## src/rtl/axi_lite_pkg.sv

```systemverilog
// Shared AXI4-Lite definitions: response codes, channel FSM states and the
// slave's observable state bundle. Used by both the master and slave sides.
package axi_lite_pkg;

    localparam logic [1:0] RESP_OKAY   = 2'b00;
    localparam logic [1:0] RESP_SLVERR = 2'b10;

    typedef enum logic {
        WR_IDLE = 1'b0,
        WR_RESP = 1'b1
    } wr_state_t;

    typedef enum logic {
        RD_IDLE = 1'b0,
        RD_DATA = 1'b1
    } rd_state_t;

    // Snapshot of slave control state, intended for bind-in checkers.
    typedef struct packed {
        wr_state_t wr_state;
        rd_state_t rd_state;
        logic      aw_full;
        logic      w_full;
        logic      ready_en;
    } slave_dbg_t;

endpackage

```

## src/rtl/axi_lite_slave_regfile.sv

```systemverilog
// Register bank for axi_lite_slave: one byte-enabled write port, one
// combinational read port and a flattened view of every register.
module axi_lite_slave_regfile #(
    parameter int NUM_REGS = 8,
    parameter int IDX_W    = $clog2(NUM_REGS)
) (
    input  logic                     ACLK,
    input  logic                     ARESETn,
    input  logic                     we,
    input  logic [IDX_W-1:0]         waddr,
    input  logic [31:0]              wdata,
    input  logic [3:0]               wstrb,
    input  logic [IDX_W-1:0]         raddr,
    output logic [31:0]              rdata,
    output logic [NUM_REGS*32-1:0]   regs_out
);

    logic [31:0] mem [NUM_REGS];

    always_ff @(posedge ACLK or negedge ARESETn) begin
        if (!ARESETn) begin
            for (int i = 0; i < NUM_REGS; i++) begin
                mem[i] <= '0;
            end
        end else if (we) begin
            for (int b = 0; b < 4; b++) begin
                if (wstrb[b]) begin
                    mem[waddr][8*b +: 8] <= wdata[8*b +: 8];
                end
            end
        end
    end

    // Read sees the pre-write value when a write lands on the same edge.
    assign rdata = mem[raddr];

    for (genvar k = 0; k < NUM_REGS; k++) begin : g_flat
        assign regs_out[32*k +: 32] = mem[k];
    end

endmodule

```

## src/rtl/axi_lite_slave.sv

```systemverilog
// AXI4-Lite responder over a bank of 32-bit registers. Write address/data are
// captured independently and committed together; reads are single-beat.
module axi_lite_slave
    import axi_lite_pkg::*;
#(
    parameter int          NUM_REGS  = 8,
    parameter logic [31:0] BASE_ADDR = 32'h11111100
) (
    input  logic                     ACLK,
    input  logic                     ARESETn,
    input  logic                     AWVALID,
    output logic                     AWREADY,
    input  logic [31:0]              AWADDR,
    input  logic [2:0]               AWPROT,
    input  logic                     WVALID,
    output logic                     WREADY,
    input  logic [31:0]              WDATA,
    input  logic [3:0]               WSTRB,
    output logic                     BVALID,
    input  logic                     BREADY,
    output logic [1:0]               BRESP,
    input  logic                     ARVALID,
    output logic                     ARREADY,
    input  logic [31:0]              ARADDR,
    input  logic [2:0]               ARPROT,
    output logic                     RVALID,
    input  logic                     RREADY,
    output logic [31:0]              RDATA,
    output logic [1:0]               RRESP,
    output logic [NUM_REGS*32-1:0]   regs_out
);

    localparam int          IDX_W     = $clog2(NUM_REGS);
    localparam logic [31:0] WIN_BYTES = 32'(NUM_REGS * 4);

    // Wrapping subtraction turns addresses below the base into huge offsets,
    // so one unsigned compare covers both window edges.
    function automatic logic in_window(input logic [31:0] addr);
        logic [31:0] off;
        off = addr - BASE_ADDR;
        return off < WIN_BYTES;
    endfunction

    wr_state_t wr_state, wr_next;
    rd_state_t rd_state, rd_next;

    logic        ready_en;
    logic        aw_full, w_full;
    logic [31:0] aw_addr_q;
    logic [31:0] w_data_q;
    logic [3:0]  w_strb_q;
    logic [1:0]  bresp_q;
    logic [31:0] rdata_q;
    logic [1:0]  rresp_q;

    logic        aw_hs, w_hs, ar_hs;
    logic        commit;
    logic [31:0] cur_addr;
    logic [31:0] cur_data;
    logic [3:0]  cur_strb;
    logic        wr_in_win, rd_in_win;
    logic [31:0] rf_rdata;

    slave_dbg_t  dbg;

    // Handshake semantics: a transfer happens on a rising edge where VALID and
    // READY are both high; VALIDs here come straight from registered state and
    // READYs depend only on internal state, never on an input.
    assign AWREADY = ready_en && !aw_full && (wr_state == WR_IDLE);
    assign WREADY  = ready_en && !w_full  && (wr_state == WR_IDLE);
    assign ARREADY = ready_en && (rd_state == RD_IDLE);
    assign BVALID  = (wr_state == WR_RESP);
    assign RVALID  = (rd_state == RD_DATA);
    assign BRESP   = bresp_q;
    assign RDATA   = rdata_q;
    assign RRESP   = rresp_q;

    assign aw_hs = AWVALID && AWREADY;
    assign w_hs  = WVALID && WREADY;
    assign ar_hs = ARVALID && ARREADY;

    assign cur_addr  = aw_full ? aw_addr_q : AWADDR;
    assign cur_data  = w_full  ? w_data_q  : WDATA;
    assign cur_strb  = w_full  ? w_strb_q  : WSTRB;
    assign commit    = (wr_state == WR_IDLE) && (aw_full || aw_hs) && (w_full || w_hs);
    assign wr_in_win = in_window(cur_addr);
    assign rd_in_win = in_window(ARADDR);

    always_comb begin
        wr_next = wr_state;
        case (wr_state)
            WR_IDLE: if (commit) wr_next = WR_RESP;
            WR_RESP: if (BREADY) wr_next = WR_IDLE;
            default: wr_next = WR_IDLE;
        endcase
    end

    always_comb begin
        rd_next = rd_state;
        case (rd_state)
            RD_IDLE: if (ar_hs)  rd_next = RD_DATA;
            RD_DATA: if (RREADY) rd_next = RD_IDLE;
            default: rd_next = RD_IDLE;
        endcase
    end

    always_ff @(posedge ACLK or negedge ARESETn) begin
        if (!ARESETn) begin
            wr_state <= WR_IDLE;
            rd_state <= RD_IDLE;
            ready_en <= 1'b0;
        end else begin
            wr_state <= wr_next;
            rd_state <= rd_next;
            ready_en <= 1'b1;
        end
    end

    always_ff @(posedge ACLK or negedge ARESETn) begin
        if (!ARESETn) begin
            aw_full   <= 1'b0;
            w_full    <= 1'b0;
            aw_addr_q <= '0;
            w_data_q  <= '0;
            w_strb_q  <= '0;
            bresp_q   <= RESP_OKAY;
        end else if (commit) begin
            aw_full <= 1'b0;
            w_full  <= 1'b0;
            bresp_q <= wr_in_win ? RESP_OKAY : RESP_SLVERR;
        end else begin
            if (aw_hs) begin
                aw_full   <= 1'b1;
                aw_addr_q <= AWADDR;
            end
            if (w_hs) begin
                w_full   <= 1'b1;
                w_data_q <= WDATA;
                w_strb_q <= WSTRB;
            end
        end
    end

    always_ff @(posedge ACLK or negedge ARESETn) begin
        if (!ARESETn) begin
            rdata_q <= '0;
            rresp_q <= RESP_OKAY;
        end else if (ar_hs) begin
            rdata_q <= rd_in_win ? rf_rdata : 32'h0;
            rresp_q <= rd_in_win ? RESP_OKAY : RESP_SLVERR;
        end
    end

    axi_lite_slave_regfile #(
        .NUM_REGS (NUM_REGS),
        .IDX_W    (IDX_W)
    ) u_regfile (
        .ACLK     (ACLK),
        .ARESETn  (ARESETn),
        .we       (commit && wr_in_win),
        .waddr    (cur_addr[2 +: IDX_W]),
        .wdata    (cur_data),
        .wstrb    (cur_strb),
        .raddr    (ARADDR[2 +: IDX_W]),
        .rdata    (rf_rdata),
        .regs_out (regs_out)
    );

    assign dbg = '{wr_state: wr_state, rd_state: rd_state, aw_full: aw_full,
                   w_full: w_full, ready_en: ready_en};

    // PROT carries no meaning here; dbg exists for external observation only.
    logic unused_sink;
    assign unused_sink = ^{AWPROT, ARPROT, dbg};

endmodule

```

## config.mk

```make
export PLATFORM = sky130hd
export DESIGN_NAME = axi_lite_slave
export DESIGN_NICKNAME = d
export VERILOG_FILES = /design/src/rtl/axi_lite_pkg.sv /design/src/rtl/axi_lite_slave_regfile.sv /design/src/rtl/axi_lite_slave.sv
export SDC_FILE = /design/constraint.sdc
export NUM_CORES = 1
export LEC_CHECK = 0
export CAP_MARGIN = 20
export CORE_ASPECT_RATIO = 0.7
export CORE_UTILIZATION = 46
export CTS_CLUSTER_SIZE = 30
export DETAILED_ROUTE_END_ITERATION = 10
export GPL_TIMING_DRIVEN = 1
export PLACE_DENSITY_LB_ADDON = 0.25
export SYNTH_ARGS = -nofsm -noshare
export SYNTH_HDL_FRONTEND = slang
export SYNTH_SLANG_ARGS = --single-unit
```

## constraint.sdc

```tcl
create_clock -name ACLK -period 3.05 [get_ports ACLK]
set_input_delay 0.4575 -clock ACLK [delete_from_list [all_inputs] [get_ports ACLK]]
set_output_delay 0.4575 -clock ACLK [all_outputs]
set_load 0.02 [all_outputs]
```

After elaboration in Yosys (flattened, before gate mapping)
Cells that the tools add are included.
{"block": "classes", "n_bitwise": 5, "magnitude_cmp": 5, "n_reduce_logical": 20, "add_sub_neg": 2, "muxes": 38}
{"cell": "256-bit 2-to-1 mux", "count": 7}
{"cell": "256-bit bitwise mux", "count": 4}
{"cell": "32-bit demux with 3-bit select", "count": 4}
{"cell": "32-bit 2-to-1 mux", "count": 6}
{"cell": "32-bit binary-select mux with 3-bit select", "count": 1}
{"cell": "32-bit by 6-bit < comparator with 1-bit output, second input constant", "count": 2}
{"cell": "32-bit by 29-bit subtractor with 32-bit output, second input constant", "count": 2}
{"cell": "24-bit 2-to-1 mux", "count": 1}
{"cell": "16-bit 2-to-1 mux", "count": 1}
{"cell": "1-bit logical AND", "count": 12}
{"cell": "4-bit greater-or-equal comparator, second input constant", "count": 2}
{"cell": "1-bit 2-to-1 mux", "count": 8}
{"cell": "8-bit 2-to-1 mux", "count": 1}
{"cell": "3-bit NOT with 4-bit output", "count": 2}
{"cell": "4-bit by 1-bit < comparator with 1-bit output, second input constant", "count": 1}
{"cell": "2-bit 2-to-1 mux", "count": 2}
{"cell": "4-bit 2-to-1 mux", "count": 1}
{"cell": "1-bit one-hot mux with 2 select lines", "count": 2}
{"cell": "2-bit AND reduction", "count": 2}
{"cell": "2-bit nonzero test", "count": 2}
{"cell": "1-bit NOT", "count": 3}
{"cell": "1-bit logical NOT", "count": 2}
{"cell": "1-bit logical OR", "count": 2}
{"block": "word_totals", "input_bits": 113, "output_inout_bits": 297, "register_bits": 365}

Longest topological paths before layout
{"block": "logic_depth", "word_depth": 17, "ltp_mapped": 13, "depth_no_buf": 8}

Hierarchy
A second synthesis with hierarchy kept.
{"block": "hier_totals", "hier_cells": 1115, "hier_area_um2": 16854.9}
{"module": "axi_lite_slave_regfile", "cells_each": 676, "seq_area_each_um2": 6406.1, "area_each_um2": 11517.3, "instances": 1}
{"module": "axi_lite_slave", "cells_each": 439, "seq_area_each_um2": 2627.5, "area_each_um2": 5337.6, "instances": 1}

Least setup slack after synthesis
OpenSTA, ideal clock, no wires.
{"block": "synth_timing", "path_type": "register to register", "from": "reg aw_full", "to": "reg u_regfile.mem (netlist bit u_regfile.regs_out[208])", "synth_period_minus_slack_ps": 3090, "setup_ps": 125, "t_arrival_ps": 2965, "slack_ps": -40, "t_required_ps": 2925, "path_buffers": 4, "path_stages_with_launch": 13, "cell_sequence": "dfrtp_1 > buf_6 > buf_6 > nor4_4 > o22ai_1 > a31oi_1 > o21ai_1 > a21oi_1 > mux2_1 > buf_4 > buf_6 > nor4b_4 > mux2_4"}
{"block": "synth_via", "elab_chain_cells": 14}
{"element": "start, declared", "line_no": "axi_lite_slave.sv:48", "text": "logic aw_full, w_full;"}
{"element": "start signal, assigned", "line_no": "axi_lite_slave.sv:121", "text": "aw_full <= 1'b0;"}
{"element": "start signal, assigned", "line_no": "axi_lite_slave.sv:128", "text": "aw_full <= 1'b0;"}
{"element": "start signal, assigned", "line_no": "axi_lite_slave.sv:133", "text": "aw_full <= 1'b1;"}
{"element": "branches (longest 14 deep; another with 32-bit by 29-bit subtractor with 32-bit output)"}
{"element": "end signal, assigned by index", "line_no": "axi_lite_slave_regfile.sv:28", "text": "mem[waddr][8*b +: 8] <= wdata[8*b +: 8];"}
{"element": "end, declared", "line_no": "axi_lite_slave_regfile.sv:18", "text": "logic [31:0] mem [NUM_REGS];"}
Several ways; the timed one is not identified. The select of a mux whose other input is x is not followed.
A chain may end at the register's enable or synchronous reset.

Final worst setup path
{"block": "layout_timing", "from": "reg aw_full", "to": "reg u_regfile.mem (netlist bit u_regfile.regs_out[229])"}
{"block": "layout_via", "elab_chain_cells": 17}
{"element": "32-bit 2-to-1 mux", "line_no": "axi_lite_slave.sv:82", "text": "assign cur_addr = aw_full ? aw_addr_q : AWADDR;"}
{"element": "3-bit NOT with 4-bit output (implied by the code)", "line_no": "axi_lite_slave_regfile.sv:28"}
{"element": "4-bit greater-or-equal comparator (implied by the code) or 4-bit by 1-bit < comparator with 1-bit output (tied branches)", "line_no": "axi_lite_slave_regfile.sv:28"}
{"element": "1-bit logical AND (implied by the code)", "line_no": "axi_lite_slave_regfile.sv:28"}
{"element": "8-bit 2-to-1 mux (implied by the code)", "line_no": "axi_lite_slave_regfile.sv:28"}
{"element": "32-bit demux with 3-bit select", "line_no": "axi_lite_slave_regfile.sv:28"}
{"element": "256-bit bitwise mux", "line_no": "axi_lite_slave_regfile.sv:28"}
{"element": "256-bit 2-to-1 mux", "line_no": "axi_lite_slave_regfile.sv:27", "text": "if (wstrb[b]) begin"}
{"element": "256-bit 2-to-1 mux", "line_no": "axi_lite_slave_regfile.sv:25", "text": "end else if (we) begin"}
{"element": "256-bit bitwise mux", "line_no": "axi_lite_slave_regfile.sv:28"}
{"element": "256-bit 2-to-1 mux", "line_no": "axi_lite_slave_regfile.sv:27"}
{"element": "256-bit 2-to-1 mux", "line_no": "axi_lite_slave_regfile.sv:25"}
{"element": "256-bit bitwise mux", "line_no": "axi_lite_slave_regfile.sv:28"}
{"element": "256-bit 2-to-1 mux", "line_no": "axi_lite_slave_regfile.sv:27"}
{"element": "256-bit 2-to-1 mux", "line_no": "axi_lite_slave_regfile.sv:25"}
{"element": "256-bit bitwise mux", "line_no": "axi_lite_slave_regfile.sv:28"}
{"element": "256-bit 2-to-1 mux", "line_no": "axi_lite_slave_regfile.sv:27"}
Parallel ways exist; a longest one is shown, timed or not. The select of a mux whose other input is x is not followed.

==> summary.md <==
| Metric | Value |
|---|---|
| Crit path launch type | `flop` |
| Largest delay share family, worst path | `buffers and inverters` |
| Critical R2R Launch | `aw_full` |
| CTS tree | `yes` |
| Worst Hold Slack | `362 ps` |
| Top Ports | `410` |
| Critical R2R Capture | `u_regfile.regs_out[229]` |
| Worst setup EP type | `flop` |
| CTS buffer count | `38` |
| Placed cell count | `2140` |
| Sequential area share after synthesis | `51.1%` |
| Grt ovf | `0` |
| Worst Path Required | `3470 ps` |
| Die height | `166 um` |
| Post-Layout Cell Count | `2226` |
| Share of layout cells above drive strength 1 | `between 30% and 40%` |
| Worst Skew | `between 10 and 15 ps` |
| Fmax achieved | `312 MHz` |
| Max VDD drop | `0.502 mV` |
| Tmin final | `3210 ps` |
| Drc violations | `0` |
| H-Tree Level Count | `2` |
| CTS max path bufs | `3` |
| DRT antenna net count | `0` |
| CP max FO | `8` |
| Die ar. | `39200 um^2` |
| Most frequent cells in the layout | `clkdlybuf4s50_1 (393), dfrtp_1 (359), mux2_4 (244), mux2_2 (111), mux4_2 (64)` |
| P per Cell Area | `about 560 nW/um^2` |
| Synth Register Bits | `361` |
| Drt first-iter violations | `916` |
| Worst path cell trace | `buf_6, nor4b_4, buf_4, o22ai_2, o211ai_4, a311o_1, o31ai_1, nand4b_1, buf_6, buf_16, nor4b_4, buf_6, mux2_4` |
| LEAKAGE | `roughly 0.011 uW` |
| Mapped Avg Cell Area | `14.7 um^2` |
| Core Box Area | `between 30000 and 40000 um^2` |
| Drt first pass iters | `5` |
| Starting Density | `a little under half` |
| Post-synth EDFFs | `0` |
| Vias in the first global route | `13400` |
| Global-route usage over all layers | `28.2%` |
| Vias | `12900` |
| Routed WL per cell | `25.5 um` |
| Total clock sinks | `361` |
| First-pass GRT wire length | `84500 um` |
| Setup_tns | `-27680 ps` |
| Antenna violations before repair | `6` |
| Worst EP arrival | `3620 ps` |
| R2R depth | `13` |
| Outcome | `finished, violations left` |
| Slew margin rel. | `48.5%` |
| Mapped cell area | `17700 um^2` |
| DRT Wirelength | `about 57000 um` |
| Min-delay worst type | `input pin to asynchronous set/reset pin` |
| Fraction of the cycle the final worst path needs | `105%` |
| Largest net degree at the start of global routing | `106` |
| Slew Limit Fails | `0` |
| Yosys cell types | `59` |
| Clk slew on worst S/H paths | `70 ps` |
| Ys async rst share | `100%` |
| Site Rows | `just under 60` |
| Top FF cell, synth | `dfrtp_1` |
| Vias per std cell | `5.80` |
| Nets@finish | `1821` |
| Worst-margin pin slew | `773 ps` |
| Most common cell after layout, fill and taps aside | `clkdlybuf4s50_1` |
| Ys Warns | `0` |
| Cells after synthesis | `1203` |
| Crit path kind | `flop to flop` |
| Final worst setup slack | `-158 ps` |
| Critical-path top delay cell | `dfrtp_2` |
| Peak per-stage delay on the critical path | `470 ps` |
| RSZ-0062 raised after global routing | `true` |
| Failing checks | `negative setup slack` |
| Final Hold Viols | `0` |
| I/O Buffers | `397` |
| Max_cap viols | `0` |
| Post-place setup slack | `-554 ps` |
| Final setup fails | `~260` |
| Layout area overhead | `46.6%` |
| DPL Wire Length | `roughly 37000 um` |
| Worst Path Buf+Inv | `5` |
| Clock Latency Late Sink | `530 ps` |
| Root buffer cell | `clkbuf_16` |
| Placer Congestion | `slightly below 0.9` |
| Die Width | `~240 um` |
| Worst path most repeated cell | `buf_6` |
| FF-to-FF setup slack | `-160 ps` |
[area by class of cell]
cell class	instances	area, um^2
Antenna cell	4	10.0
Clock buffer	56	1150
Clock inverter	10	164
Fill cell	2553	11600
Inverter	12	45.0
Multi-Input combinational cell	775	9270
Sequential cell	361	9040
Tap cell	488	611
Timing Repair Buffer	520	5610
[synth_stat cells (6+ instances only)]
master	n	area, um^2
buf_6	7	78.8
nor4_1	6	37.5
o21ai_0	47	235
a21oi_1	14	70.1
buf_4	9	67.6
mux2_4	25	375
nand2_1	62	233
clkbuf_1	30	113
nor4b_4	31	737
nor3_1	18	90.1
inv_1	12	45.0
mux2i_1	46	460
mux2_2	327	3680
buf_1	6	22.5
nor3b_1	8	60.1
mux4_2	64	1440
dfrtp_1	361	9030
nor2_1	52	195
[where the power goes]
part / leakage, uW / total (uW) / switching, uW / internal [uW]
Sequential: 0.00490 / 5610 / 364 / 5250
Clock: 0.000631 / 4890 / 1930 / 2960
Combinational: 0.00583 / 4010 / 2200 / 1820
Total: 0.0114 / 14500 / 4490 / 10000
[worst reg2reg max path, stage by stage, from the launching register on]
cell,delay (ps)
dfrtp_2,470
buf_6,140
nor4b_4,210
buf_4,170
o22ai_2,90
o211ai_4,220
a311o_1,260
o31ai_1,90
nand4b_1,200
buf_6,200
buf_16,180
nor4b_4,360
buf_6,200
mux2_4,310
[worst max path at each step]
stage / start / end / slack (ps) / depth (start not counted)
2_1_floorplan: aw_full / u_regfile.regs_out[100] / 8 / 12
3_3_place_gp: AWADDR[7] / u_regfile.regs_out[238] / -580 / 11
3_5_place_dp: AWADDR[6] / u_regfile.regs_out[235] / -550 / 11
4_1_cts: aw_full / u_regfile.regs_out[67] / -80 / 12
5_1_grt: aw_full / u_regfile.regs_out[230] / -220 / 13
6_report: aw_full / u_regfile.regs_out[229] / -160 / 13
[routing by layer]
layer | track usage (%) | share of wire (%) | vias to the layer above | wire length [um]
met3 | 7.21 | 7.1 | 93 | 4060
met2 | 44.9 | 47 | 469 | 26700
met1 | 39.0 | 44 | 6821 | 24900
met5 | 0 | 0.048 | - | 27
met4 | 6.61 | 1.9 | 4 | 1080
li1 | - | - | 5534 | -
[logic make-up (layout without fill, tap and decap cells)]
family / after synthesis / count (layout) / synth area share (%)
other: 2 / 7 / 0.0425
buffers and inverters: 68 / 598 / 2.05
AND/OR/NAND/NOR: 209 / 209 / 9.20
XOR/XNOR: 3 / 3 / 0.191
multiplexers: 465 / 465 / 33.9
AO/OA/AOI/OAI: 95 / 95 / 3.44
flip-flops: 361 / 361 / 51.1
[timing repair]
action | CTS | global route
resized for setup | 140 | 127
endpoints found under the hold margin | 16 | 0
setup endpoints to repair | 256 | 256
hold buffers | 1 | 0
cloned | 4 | 2
setup buffers | 7 | 2
pin swaps | 17 | 43
[flip-flops by register name (all words and copies together) (netlist names)]
signal / cells
u_regfile.regs_out: 256
RDATA: 32
w_data_q: 32
aw_addr_q: 30
w_strb_q: 4
BRESP: 1
BVALID: 1
RRESP: 1
RVALID: 1
aw_full: 1
ready_en: 1
w_full: 1
[stage by stage]
step | utilization [%] | area, um^2 | total power (uW)
floorplan | - | 17700 | 7990
global placement | 62.1 | 23300 | 9070
detailed placement | 62.1 | 23300 | 9200
CTS | 67.6 | 25300 | 14400
global route | 69.1 | 25900 | 15100
finish | 69.1 | 25900 | 14500
(Power assumes the default switching activity.)
